### config.mk
export PLATFORM = sky130hd
export DESIGN_NAME = trig_sequencer_flat
export DESIGN_NICKNAME = d
export VERILOG_FILES = /design/src/rtl/trig_sequencer_pkg.sv /design/src/rtl/trig_sequencer_if.sv /design/src/rtl/trig_sequencer_pattern_ram.sv /design/src/rtl/trig_sequencer.sv /design/src/flat_wrapper.sv
export SDC_FILE = /design/constraint.sdc
export NUM_CORES = 1
export LEC_CHECK = 0
export CORE_MARGIN = 2
export CORE_UTILIZATION = 40
export CTS_BUF_LIST = sky130_fd_sc_hd__clkbuf_16
export DETAILED_ROUTE_END_ITERATION = 7
export SLEW_MARGIN = 0
export SYNTH_ARGS = -nofsm -noshare
export SYNTH_HDL_FRONTEND = slang
export SYNTH_SLANG_ARGS = --single-unit
export TNS_END_PERCENT = 100
### constraint.sdc
create_clock -name mclk -period 11.18 [get_ports mclk]
set_clock_uncertainty 0.1 [all_clocks]
set_input_delay 1.677 -clock mclk [delete_from_list [all_inputs] [get_ports mclk]]
set_output_delay 1.677 -clock mclk [all_outputs]
set_load 0.03 [all_outputs]
### src/rtl/trig_sequencer_pkg.sv
// trig_seq_pkg: shared FSM state encoding and timing constants for the
// trig_sequencer step sequencer and its pattern store.
package trig_seq_pkg;

  typedef enum logic [1:0] {
    IDLE      = 2'd0,
    GATE_WAIT = 2'd1,
    GATE_HIGH = 2'd2,
    GATE_LOW  = 2'd3
  } seq_state_t;

  // Shortest slot we will play; leaves room for a 1-cycle gate plus the guard.
  localparam int SEQ_MIN_PERIOD = 4;
  // Low cycles always left at the end of a slot so the voice re-arms its edge detector.
  localparam int SEQ_GATE_GUARD = 2;

endpackage

### src/rtl/trig_sequencer_if.sv
// trig_sequencer_if: pattern write bus from the control register bank plus
// the trigger/pitch bus towards one voice instance.
// master = register bank / voice side, slave = sequencer.
interface trig_sequencer_if #(
  parameter int NUM_STEPS     = 16,
  parameter int FREQ_RES_BITS = 8
);
  logic                         wr_en;
  logic [$clog2(NUM_STEPS)-1:0] wr_addr;
  logic                         wr_active;
  logic [FREQ_RES_BITS-1:0]     wr_freq;

  logic                         trig;
  logic [FREQ_RES_BITS-1:0]     freq;
  logic [$clog2(NUM_STEPS)-1:0] step_idx;
  logic                         step_strobe;

  modport master (
    output wr_en, wr_addr, wr_active, wr_freq,
    input  trig, freq, step_idx, step_strobe
  );

  modport slave (
    input  wr_en, wr_addr, wr_active, wr_freq,
    output trig, freq, step_idx, step_strobe
  );
endinterface

### src/rtl/trig_sequencer_pattern_ram.sv
// seq_pattern_ram: NUM_STEPS x {active, freq} register file with one write
// port and one registered read port. A read and write to the same address in
// the same cycle returns the old contents.
module seq_pattern_ram #(
  parameter int NUM_STEPS     = 16,
  parameter int FREQ_RES_BITS = 8
) (
  input  logic                         mclk,
  input  logic                         rst_n,
  input  logic                         wr_en,
  input  logic [$clog2(NUM_STEPS)-1:0] wr_addr,
  input  logic [FREQ_RES_BITS:0]       wr_data,
  input  logic                         rd_en,
  input  logic [$clog2(NUM_STEPS)-1:0] rd_addr,
  output logic [FREQ_RES_BITS:0]       rd_data
);

  logic [FREQ_RES_BITS:0] mem [NUM_STEPS];

  // Clear on reset; otherwise write and registered read (old data on collision).
  always_ff @(posedge mclk) begin
    if (!rst_n) begin
      for (int i = 0; i < NUM_STEPS; i++) mem[i] <= '0;
      rd_data <= '0;
    end else begin
      if (wr_en) mem[wr_addr] <= wr_data;
      if (rd_en) rd_data <= mem[rd_addr];
    end
  end

endmodule

### src/rtl/trig_sequencer.sv
// trig_sequencer: plays a NUM_STEPS pattern at a programmable step period and
// shapes gate pulses for the oneshot voice envelopers.
// Optional feature macro: TRIG_SEQUENCER_SWING_EN (adds swing input, delays
// the gate on odd steps).
//
//   state     | meaning
//   ----------+---------------------------------------------------------
//   IDLE      | stopped; trig low, step 0 prefetched every cycle
//   GATE_WAIT | odd-step swing delay before the gate rises
//   GATE_HIGH | trig high, gate down-counter running
//   GATE_LOW  | trig low until the slot down-counter reaches 0
module trig_sequencer
  import trig_seq_pkg::*;
#(
  parameter int NUM_STEPS     = 16,
  parameter int FREQ_RES_BITS = 8,
  parameter int PERIOD_BITS   = 24
) (
  input  logic                         mclk,
  input  logic                         rst_n,
  input  logic                         run,
  input  logic [PERIOD_BITS-1:0]       step_period,
  input  logic [PERIOD_BITS-1:0]       gate_len,
  input  logic [$clog2(NUM_STEPS)-1:0] last_step,
`ifdef TRIG_SEQUENCER_SWING_EN
  input  logic [PERIOD_BITS-1:0]       swing,
`endif
  trig_sequencer_if.slave              bus
);

  localparam int IDX_BITS = $clog2(NUM_STEPS);
  localparam logic [PERIOD_BITS-1:0] MIN_P = PERIOD_BITS'(SEQ_MIN_PERIOD);
  localparam logic [PERIOD_BITS-1:0] GUARD = PERIOD_BITS'(SEQ_GATE_GUARD);

  seq_state_t               state_q;
  logic [PERIOD_BITS-1:0]   cnt_q, gcnt_q, ghold_q;
  logic [IDX_BITS-1:0]      step_idx_q, fetch_idx_q;
  logic [FREQ_RES_BITS-1:0] freq_q;
  logic                     trig_q, strobe_q;

  logic                     rd_en;
  logic [IDX_BITS-1:0]      rd_addr, next_idx;
  logic [FREQ_RES_BITS:0]   rd_data;
  logic                     rd_active;
  logic [FREQ_RES_BITS-1:0] rd_freq;
  logic [PERIOD_BITS-1:0]   p_eff, wait_len, gate_room, g_eff;
  logic                     slot_start;

  // The next slot's entry is fetched one cycle ahead (at count 1, or every
  // cycle while stopped) so the registered read is ready at the slot edge.
  assign next_idx   = (step_idx_q >= last_step) ? '0 : step_idx_q + IDX_BITS'(1);
  assign rd_en      = (state_q == IDLE) || !run || (cnt_q == PERIOD_BITS'(1));
  assign rd_addr    = ((state_q == IDLE) || !run) ? '0 : next_idx;
  assign rd_active  = rd_data[FREQ_RES_BITS];
  assign rd_freq    = rd_data[FREQ_RES_BITS-1:0];
  assign slot_start = run && ((state_q == IDLE) || (cnt_q == '0));

  assign p_eff = (step_period < MIN_P) ? MIN_P : step_period;

`ifdef TRIG_SEQUENCER_SWING_EN
  logic [PERIOD_BITS-1:0] wait_max;
  assign wait_max = p_eff - GUARD - PERIOD_BITS'(1);
  assign wait_len = fetch_idx_q[0] ? ((swing < wait_max) ? swing : wait_max) : '0;
`else
  assign wait_len = '0;
`endif

  assign gate_room = p_eff - GUARD - wait_len;
  assign g_eff     = (gate_len < gate_room) ? gate_len : gate_room;

  seq_pattern_ram #(
    .NUM_STEPS    (NUM_STEPS),
    .FREQ_RES_BITS(FREQ_RES_BITS)
  ) u_ram (
    .mclk   (mclk),
    .rst_n  (rst_n),
    .wr_en  (bus.wr_en),
    .wr_addr(bus.wr_addr),
    .wr_data({bus.wr_active, bus.wr_freq}),
    .rd_en  (rd_en),
    .rd_addr(rd_addr),
    .rd_data(rd_data)
  );

  // Sequencer FSM: slot timing, gate shaping and registered outputs.
  always_ff @(posedge mclk) begin
    if (!rst_n) begin
      state_q     <= IDLE;
      cnt_q       <= '0;
      gcnt_q      <= '0;
      ghold_q     <= '0;
      step_idx_q  <= '0;
      fetch_idx_q <= '0;
      freq_q      <= '0;
      trig_q      <= 1'b0;
      strobe_q    <= 1'b0;
    end else begin
      if (rd_en) fetch_idx_q <= rd_addr;
      strobe_q <= 1'b0;
      if (!run) begin
        state_q    <= IDLE;
        trig_q     <= 1'b0;
        step_idx_q <= '0;
        cnt_q      <= '0;
        gcnt_q     <= '0;
      end else if (slot_start) begin
        strobe_q   <= 1'b1;
        step_idx_q <= fetch_idx_q;
        freq_q     <= rd_freq;
        cnt_q      <= p_eff - PERIOD_BITS'(1);
        if (rd_active && (g_eff != '0)) begin
          if (wait_len != '0) begin
            state_q <= GATE_WAIT;
            trig_q  <= 1'b0;
            gcnt_q  <= wait_len - PERIOD_BITS'(1);
            ghold_q <= g_eff;
          end else begin
            state_q <= GATE_HIGH;
            trig_q  <= 1'b1;
            gcnt_q  <= g_eff - PERIOD_BITS'(1);
          end
        end else begin
          state_q <= GATE_LOW;
          trig_q  <= 1'b0;
        end
      end else begin
        cnt_q <= cnt_q - PERIOD_BITS'(1);
        case (state_q)
          GATE_WAIT: begin
            if (gcnt_q == '0) begin
              state_q <= GATE_HIGH;
              trig_q  <= 1'b1;
              gcnt_q  <= ghold_q - PERIOD_BITS'(1);
            end else begin
              gcnt_q <= gcnt_q - PERIOD_BITS'(1);
            end
          end
          GATE_HIGH: begin
            if (gcnt_q == '0) begin
              state_q <= GATE_LOW;
              trig_q  <= 1'b0;
            end else begin
              gcnt_q <= gcnt_q - PERIOD_BITS'(1);
            end
          end
          default: ;
        endcase
      end
    end
  end

  assign bus.trig        = trig_q;
  assign bus.freq        = freq_q;
  assign bus.step_idx    = step_idx_q;
  assign bus.step_strobe = strobe_q;

endmodule

### src/flat_wrapper.sv
// flat-port wrapper written by rule: the top's interface ports become plain ports
module trig_sequencer_flat import trig_seq_pkg::*;
#(
  parameter int NUM_STEPS     = 16,
  parameter int FREQ_RES_BITS = 8,
  parameter int PERIOD_BITS   = 24
)
  (mclk, rst_n, run, step_period, gate_len, last_step, bus_wr_en, bus_wr_addr, bus_wr_active, bus_wr_freq, bus_trig, bus_freq, bus_step_idx, bus_step_strobe);
  trig_sequencer_if #(.NUM_STEPS(NUM_STEPS), .FREQ_RES_BITS(FREQ_RES_BITS)) bus_i ();
  input  logic mclk;
  input  logic rst_n;
  input  logic run;
  input  logic [PERIOD_BITS-1:0] step_period;
  input  logic [PERIOD_BITS-1:0] gate_len;
  input  logic [$clog2(NUM_STEPS)-1:0] last_step;
  input wire logic [$bits(bus_i.wr_en)-1:0] bus_wr_en;
  input wire logic [$bits(bus_i.wr_addr)-1:0] bus_wr_addr;
  input wire logic [$bits(bus_i.wr_active)-1:0] bus_wr_active;
  input wire logic [$bits(bus_i.wr_freq)-1:0] bus_wr_freq;
  output wire logic [$bits(bus_i.trig)-1:0] bus_trig;
  output wire logic [$bits(bus_i.freq)-1:0] bus_freq;
  output wire logic [$bits(bus_i.step_idx)-1:0] bus_step_idx;
  output wire logic [$bits(bus_i.step_strobe)-1:0] bus_step_strobe;
  assign bus_i.wr_en = bus_wr_en;
  assign bus_i.wr_addr = bus_wr_addr;
  assign bus_i.wr_active = bus_wr_active;
  assign bus_i.wr_freq = bus_wr_freq;
  assign bus_trig = bus_i.trig;
  assign bus_freq = bus_i.freq;
  assign bus_step_idx = bus_i.step_idx;
  assign bus_step_strobe = bus_i.step_strobe;
  trig_sequencer #(.NUM_STEPS(NUM_STEPS), .FREQ_RES_BITS(FREQ_RES_BITS), .PERIOD_BITS(PERIOD_BITS)) u_core (.mclk(mclk), .rst_n(rst_n), .run(run), .step_period(step_period), .gate_len(gate_len), .last_step(last_step), .bus(bus_i));
endmodule
==> results by group <==
Outcome
  • Outcome: complete, no violations

Clocking
  • Clock Latency Late Sink: about 0.56 ns
  • Total setup buffers inserted after CTS: 0
  • Clock Tree Root: clkbuf_16
  • H-tree depth: 1
  • CTS sink cnt: between 200 and 250
  • Post-CTS Hold Buffers: 0
  • TritonCTS clock tree: built
  • Post-cts resize count: 0
  • Total CTS buffers: 26
  • Clk pin slew, worst setup/hold paths: about 0.060 ns
  • Clk buf depth: 3

Run
  • Max_cap viols: 0

Timing
  • Final slew viol count: 0
  • Max_slew headroom: 0.197
  • Final hold slack: about 0.36 ns
  • Setup TNS: 0 ns
  • Hold Vio Cnt, Final: 0
  • Minimum clock period: 9.60 ns
  • Fmax: ~100 MHz
  • Slew @ Worst Pin: about 1.2 ns
  • # setup viols final: 0
  • Period utilisation layout: 0.859
  • RSZ-0062 raised after global routing: false

Setup path
  • Crit Path Class: in2reg
  • R2r worst-path depth: 11
  • Critical Path Start Type: input pin
  • CP Max Fanout: 21
  • Critical Path RT: about 12 ns
  • Max incr delay on CP: around 0.7 ns
  • Crit-path slowest cell: or4_1
  • Crit end category: register
  • Arrival time worst endpoint: 9.94 ns

Cells and area
  • Filler cells: 3108
  • Diode count: 0
  • Non-filler cells, final: between 1500 and 2000
  • Final Instance Area: about 15000 um2
  • Layout cells sized above 1: 0.0968
  • Layout Nets: ~1500
  • Syn-to-layout area delta: 16.2%

Floorplan
  • Rows: 66
  • IO Count: between 80 and 90
  • Die Y: 186 um
  • Die area: between 30000 and 40000 um2
  • Initial Util: 0.407
  • Die X: approximately 190 um
  • Core Region: about 33000 um2

Synth
  • Yosys warns: 0
  • EDFF count, synth: about 140
  • Most frequent cell after synthesis: and2_1
  • Share of Yosys cell area claimed by the top area cell type: 0.325
  • Post-Syn Nets: 1453
  • Predominant post-synthesis flop cell: edfxtp_1
  • Yosys reg bits: ~220
  • Fraction of registers with async set/reset: 0
  • Syn avg cell area: approximately 10 um2
  • Register area share after synthesis: 0.441
  • Top cells by area, synth: edfxtp_1 33%, dfxtp_1 12%, and2_1 7.0%
  • Library cells used by synthesis: between 70 and 80
  • Syn Inst Count: approximately 1400
  • Post-synth top cells: 148 x and2_1, 144 x edfxtp_1, 131 x nor2_1
  • Largest area contributor in the netlist: edfxtp_1
  • Synth Cell Area: roughly 13000 um2

Detailed routing
  • DR WL met3: approximately 1800 um
  • Routed met2 length: between 15000 and 20000 um
  • DRT iter0 DRCs: 720
  • DRC Markers: 0
  • Avg WL per Cell: 20.2 um
  • M1 WL: about 16000 um
  • DR pass1 iterations: 5
  • Via density: roughly 5.6
  • Final ANT Viol Nets: 0
  • Total Wirelength: ~38000 um
  • Top Layer Used: met4
  • Total number of vias: between 10000 and 15000

Global routing
  • Gr ovfl total: 0
  • First-pass GRT wire length: 58300 um
  • Initial antenna violation count: 0
  • Gr usage total: 0.218
  • Vias in the first global route: 10300
  • Maximum number of pins on one net before global-route repair: 63

Power
  • Pleak: approximately 0.0054 uW
  • Peak supply drop: roughly 120 uV
  • Pwr/cell area: roughly 150 nW/um2

Placed design
  • Gpl congestion: about 0.96
  • Placed cell area: between 10000 and 15000 um2
  • Placed Cells: between 1500 and 2000
  • Buffers on Ports: between 80 and 90
  • Post-DP HPWL: 26900 um

Worst hold path
  • Hold Path Depth: 2
  • Worst hold path class: reg2reg
[registers in the layout, summed over array words and instances (netlist names)]
signal / cells
u_core.u_ram.rd_data: 9
u_core.bus.freq: 8
u_core.fetch_idx_q: 4
u_core.state_q: 2
u_core.cnt_q: 24
u_core.bus.step_strobe: 1
u_core.gcnt_q: 24
u_core.bus.step_idx: 4
u_core.bus.trig: 1
u_core.u_ram.mem: 144
[worst paths after layout]
check,from,endpoint,slack [ns]
worst min-delay path,u_core.bus.freq[5]$_SDFFE_PN0P_,u_core.bus.freq[5]$_SDFFE_PN0P_,0.36
worst min register to register,u_core.bus.freq[5]$_SDFFE_PN0P_,u_core.bus.freq[5]$_SDFFE_PN0P_,0.36
worst max-delay path,step_period[6],u_core.gcnt_q[18]$_SDFFE_PN0P_,1.58
worst max register to register,u_core.cnt_q[2]$_SDFF_PN0_,u_core.gcnt_q[18]$_SDFFE_PN0P_,6.65
[cells by family (layout without fill, tap and decap cells)]
family,Yosys count,count (layout),share of synthesized area
AND/OR/NAND/NOR,564,564,0.220
XOR/XNOR,92,92,0.0617
multiplexers,59,59,0.0703
flip-flops,221,221,0.441
buffers and inverters,110,185,0.0334
AO/OA/AOI/OAI,269,269,0.140
adder cells (fa/ha/maj),35,35,0.0328
[critical path: cells and delay by family]
| kind | cells | cell delay, ns |
|---|---|---|
| AND/OR/NAND/NOR | 9 | 2.53 |
| buffers and inverters | 3 | 1.11 |
| XOR/XNOR | 1 | 0.59 |
| adder cells (fa/ha/maj) | 3 | 0.83 |
| multiplexers | 1 | 0.09 |
| AO/OA/AOI/OAI | 13 | 3.13 |
[report_power, final]
part	switching, uW	total (uW)	leakage [uW]	internal [uW]
clock	351	891	0.000455	540
sequential	29.5	952	0.00200	923
combinational	324	509	0.00294	185
[placed cells by master (no fill, tap or decap), types with 37 or more instances in the layout]
master | netlist | final
a21oi_1 | 50 | 49
and2_1 | 148 | 148
clkdlybuf4s50_1 | 0 | 82
dfxtp_1 | 77 | 77
edfxtp_1 | 144 | 144
nand2_1 | 100 | 99
nor2_1 | 131 | 129
nor3_1 | 41 | 41
o21ai_0 | 75 | 72
xnor2_1 | 54 | 54
xor2_1 | 37 | 37
[final cells by class]
type	instances	area (um2)	share of cell area
tap	442	553	0.0358
sequential	221	5870	0.380
inverter	33	124	0.00802
multi-input combinational	1019	7000	0.454
clock inverter	22	255	0.0165
timing repair buffer	104	986	0.0639
clock buffer	26	651	0.0421
[stage by stage]
step                power, uW   util  worst slack, ns
finish                   2350  0.473             1.58
global route             2460  0.473            0.964
CTS                      2370  0.473             1.63
detailed placement       1480  0.445             1.10
global placement         1470  0.445             1.31
floorplan                1310      -             2.29
[metal layers]
layer  up-vias  global-route usage
met3        71              0.0238
met1      5049               0.284
met5         -                   0
met4         0              0.0646
met2       285               0.383
li1       5044                   -
Note: power is estimated with default switching activity, not from simulation.
